### src/rtl/apb_master_bridge.sv
// APB requester: forwards a valid ALU result as a write to one of four completers,
// or issues a 1-bit check read; classic IDLE/SETUP/ACCESS sequencing with wait states.
module apb_master_bridge #(
  parameter int m = 8
) (
  input  logic         PCLK,
  input  logic         PRESET,
  input  logic         PREADY,
  input  logic         PRDATA,
  input  logic [m-1:0] i_data,
  input  logic         i_data_ready,
  input  logic         i_alu_error,
  input  logic [1:0]   i_protocol_sel,
  input  logic         i_data_check,
  output logic         PSEL0,
  output logic         PSEL1,
  output logic         PSEL2,
  output logic         PSEL3,
  output logic         PENABLE,
  output logic         PWRITE,
  output logic [m-1:0] PWDATA,
  output logic         o_waiting,
  output logic         o_transfer_done
);

  typedef enum logic [1:0] {
    IDLE   = 2'd0,
    SETUP  = 2'd1,
    ACCESS = 2'd2
  } state_t;

  state_t     state_reg;
  logic [3:0] psel_reg;
  logic [3:0] sel_onehot;
  logic       write_req;

  // A flagged ALU result never becomes a write, but does not block a pending check read.
  assign write_req = i_data_ready & ~i_alu_error;

  genvar gi;
  generate
    for (gi = 0; gi < 4; gi++) begin : g_sel_decode
      assign sel_onehot[gi] = (i_protocol_sel == 2'(gi));
    end
  endgenerate

  assign PSEL0 = psel_reg[0];
  assign PSEL1 = psel_reg[1];
  assign PSEL2 = psel_reg[2];
  assign PSEL3 = psel_reg[3];

  always_ff @(posedge PCLK or posedge PRESET) begin
    if (PRESET) begin
      state_reg       <= IDLE;
      psel_reg        <= '0;
      PENABLE         <= 1'b0;
      PWRITE          <= 1'b0;
      PWDATA          <= '0;
      o_waiting       <= 1'b0;
      o_transfer_done <= 1'b0;
    end else begin
      case (state_reg)
        IDLE: begin
          o_transfer_done <= 1'b0;
          if (write_req) begin
            state_reg <= SETUP;
            psel_reg  <= sel_onehot;
            PWDATA    <= i_data;
            PWRITE    <= 1'b1;
            o_waiting <= 1'b1;
          end else if (i_data_check) begin
            state_reg <= SETUP;
            psel_reg  <= sel_onehot;
            PWRITE    <= 1'b0;
            o_waiting <= 1'b1;
          end
        end
        SETUP: begin
          state_reg <= ACCESS;
          PENABLE   <= 1'b1;
        end
        ACCESS: begin
          // Select, direction and data stay frozen until the completer signals ready.
          if (PREADY) begin
            state_reg       <= IDLE;
            psel_reg        <= '0;
            PENABLE         <= 1'b0;
            PWRITE          <= 1'b0;
            o_waiting       <= 1'b0;
            o_transfer_done <= PWRITE | PRDATA;
          end
        end
        default: begin
          state_reg       <= IDLE;
          psel_reg        <= '0;
          PENABLE         <= 1'b0;
          PWRITE          <= 1'b0;
          o_waiting       <= 1'b0;
          o_transfer_done <= 1'b0;
        end
      endcase
    end
  end

endmodule

### config.mk
export PLATFORM = sky130hd
export DESIGN_NAME = apb_master_bridge
export DESIGN_NICKNAME = d
export VERILOG_FILES = /design/src/rtl/apb_master_bridge.sv
export SDC_FILE = /design/constraint.sdc
export NUM_CORES = 1
export LEC_CHECK = 0
export CORE_MARGIN = 5
export CORE_UTILIZATION = 35
export DETAILED_ROUTE_END_ITERATION = 8
export PLACE_DENSITY = 0.71
export SLEW_MARGIN = 10
export SYNTH_ARGS = -nofsm -noshare
export SYNTH_HDL_FRONTEND = slang
export SYNTH_SLANG_ARGS = --single-unit
export TNS_END_PERCENT = 1
### constraint.sdc
create_clock -name PCLK -period 1.37 [get_ports PCLK]
set_clock_uncertainty 0.05 [all_clocks]
set_input_delay 0.137 -clock PCLK [delete_from_list [all_inputs] [get_ports PCLK]]
set_output_delay 0.137 -clock PCLK [all_outputs]
set_load 0.03 [all_outputs]
==> results.py <==
metrics = {
    "layout": {
        "layout.cells.non_filler": 128,
        "layout-area-overhead-vs-synth_pct": 58.7,
        "final_standard_cell_area_without_fillers_um2": 1210,
        "number_of_flip_flops_in_the_largest_register": 8,
        "antenna_cells_inserted": 0,
        "layout.nets": 119,
        "drive_gt1_frac": 0.290,
    },
    "die": {
        "die_height_um": 56.7,
        "core.rowCount": 17,
        "floorplan.initialDensity": 0.355,
        "core_area_um2": 2150,
        "die_area_um2": 3210,
        "io_pins": 33,
        "fp.dieW_um": 56.7,
    },
    "setup_path": {
        "worst_endpoint_data_arrival_time_ns": 1.41,
        "regToRegSetupSlack_ns": 0.08,
        "rr_startpoint": "state_reg[0]",
        "cp.depth": 3,
        "endpoint_kind": "flip-flop",
        "critical-path-slowest-cell": "dfrtp_2",
        "cp-endpoint": "PWDATA[3]",
        "critPathRequiredTime_ns": 1.48,
        "timing.critical_path.max_delay_family": "flip-flops",
        "reg2reg_to": "PWDATA[3]",
        "critical_path.n_buffers_inverters": 0,
        "worst-r2r-cell-count": 3,
        "setup.worst_path.start_class": "flip-flop",
        "setup.worst_path.class": "flip-flop to flip-flop",
        "series_of_cell_instances_along_the_critical_path": "nor2_4 -> and2_4 -> mux2_4",
        "worst-path-max-fanout": 5,
        "critPathLaunch": "state_reg[0]",
        "slowest_delay_ns": 0.45,
    },
    "global_routing": {
        "initial_antenna_violation_count": 0,
        "grt_first_pass_wirelength_um": 2810,
        "grt_pass1_vias": 631,
        "grt_usage": 0.111,
        "grt-ovfl-total": 0,
        "grt_start_max_net_pins": 11,
    },
    "detailed_routing": {
        "met3_wirelength_um": 137,
        "drt_first_pass_iters": 4,
        "drt.antenna.violating_nets": 0,
        "wl_um": 1650,
        "topRoutingLayerUsed": "met4",
        "wl_met2_um": 782,
        "route.vias.total": 584,
        "routed_via_density": 4.56,
        "post_drt_wl_per_cell_um": 12.9,
        "drt_iter0_markers": 10,
        "remaining_drc_errors": 0,
        "detail_route.wirelength.met1_um": 718,
    },
    "clock_network": {
        "cts_htree_levels": 1,
        "clock_insertion_delay_worst_skew_ns": 0.28,
        "cts-root-buf": "clkbuf_4",
        "cts_tree": "yes",
        "cts_max_path_buffers": 2,
        "tritoncts_buffer_count": 3,
        "cts_num_sinks": 18,
        "clk_transition_reported_paths_ns": 0.09,
    },
    "logic_synthesis": {
        "dominantRegCellSynth": "dfrtp_1",
        "synth_enable_flop_cells": 0,
        "ys_top_cells_by_count": "dfrtp_1, mux2_4, nand2_1, mux2i_1",
        "synth.top_cell.area_share": 0.590,
        "mappedNetlistNets": 71,
        "mean_cell_area_of_the_mapped_netlist_um2": 14.1,
        "syn-instance-count": 54,
        "syn_area_um2": 763,
        "ys_seq_area_frac": 0.590,
        "synthMostInstantiatedCell": "dfrtp_1",
        "synth_top_area_cell": "dfrtp_1",
        "synth_cell_type_count": 19,
        "synth.top_cells.by_area": "dfrtp_1, mux2_4, mux2i_1",
        "ys_async_sr_fraction": 1.00,
        "synth_seq_cells": 18,
        "yosysWarnings": 0,
    },
    "sta": {
        "timing_hold_violations_final": 0,
        "relSlewSlack": 0.782,
        "fin_ws_ns": 0.0777,
        "final-max-slew-violation-count": 0,
        "fmax_mhz": 774,
        "post-route-period-util": 0.943,
        "actual_transition_at_the_worst_max_transition_pin_ns": 0.329,
        "final_period_minus_worst_setup_slack_ns": 1.29,
        "rsz_0062_raised_after_global_routing": "false",
        "setup_viol": 0,
    },
    "power_and_ir_drop": {
        "pwr_density_cell_nw_per_um2": 2130,
        "p_leak_nw": 0.597,
        "post_layout_power_w": 0.00258,
        "worst_ir_drop_vdd_v": 0.000971,
    },
    "status": {
        "outcome": "completed",
    },
    "placement": {
        "io_buf_count": 32,
        "place.detailed.instances": 124,
        "place_hpwl_um": 1270,
        "place_area_um2": 1190,
        "globalplace.congestion": 0.716,
        "place_worst_setup_slack_ns": -0.138,
    },
    "hold_path": {
        "min-delay-path-class": "input port to async pin",
    },
    "run": {
        "timing.max_cap.violations": 0,
    },
}
metal layers:
metal / global-route usage / vias to the layer above
met5: 0 / -
met4: 0.0508 / 0
met3: 0.0345 / 2
met2: 0.177 / 21
met1: 0.136 / 273
li1: - / 288
cells in the final DEF, fill, tap and decap left out, types with 3 or more instances in the layout:
| master | instances |
|---|---|
| clkbuf_4 | 3 |
| mux2i_1 | 5 |
| dfrtp_1 | 17 |
| dlygate4sd2_1 | 16 |
| clkdlybuf4s50_1 | 16 |
| mux2_4 | 8 |
| buf_4 | 11 |
| nand2_1 | 6 |
cell families (layout without fill, tap and decap cells):
group                  Yosys count  after routing  share of synthesized area
buffers and inverters            3             48                     0.0246
and+or+nand+nor                 14             15                      0.102
AOI/OAI and AO/OA                6              6                     0.0607
muxes                           13             13                      0.223
DFF                             18             18                      0.590
stage by stage:
step            util  hold slack [ns]  TNS, ns
2_1_floorplan      -           0.0256        0
3_3_place_gp   0.556            0.354   -0.969
3_5_place_dp   0.556            0.357    -1.18
4_1_cts        0.557           0.0532        0
5_1_grt        0.564           0.0710        0
6_report       0.564           0.0478        0
final cells by class:
type / instances / area [µm²]
clock buffers: 3 / 22.5
repair buffers: 43 / 383
inverters: 2 / 7.51
flip-flops and latches: 18 / 452
well taps: 28 / 35.0
multi-input cells: 34 / 312
fillers: 193 / 937
report_power, final:
| group | internal [W] | switching, W |
|---|---|---|
| Combinational | 0.000662 | 0.000778 |
| Sequential | 0.000766 | 0.000135 |
| Clock | 0.000102 | 0.000140 |
timing repair:
action	CTS	global route
buffers inserted	0	0
pin swaps	0	1
endpoints found under the setup margin	16	10
hold buffers	0	0
hold endpoints to repair	0	0
cloned	0	1
resized for setup	16	3
worst min path at each step:
stage                start   endpoint  slack [ns]  cells after the start
finish              PRESET  PWDATA[1]        0.05                      2
global route        PRESET  PWDATA[5]        0.07                      2
CTS                 PRESET  PWDATA[5]        0.05                      2
detailed placement  PRESET  PWDATA[4]        0.36                      2
global placement    PRESET  PWDATA[2]        0.35                      2
floorplan           PRESET    PENABLE        0.03                      1
No activity file was read; power rests on OpenSTA's default activity.
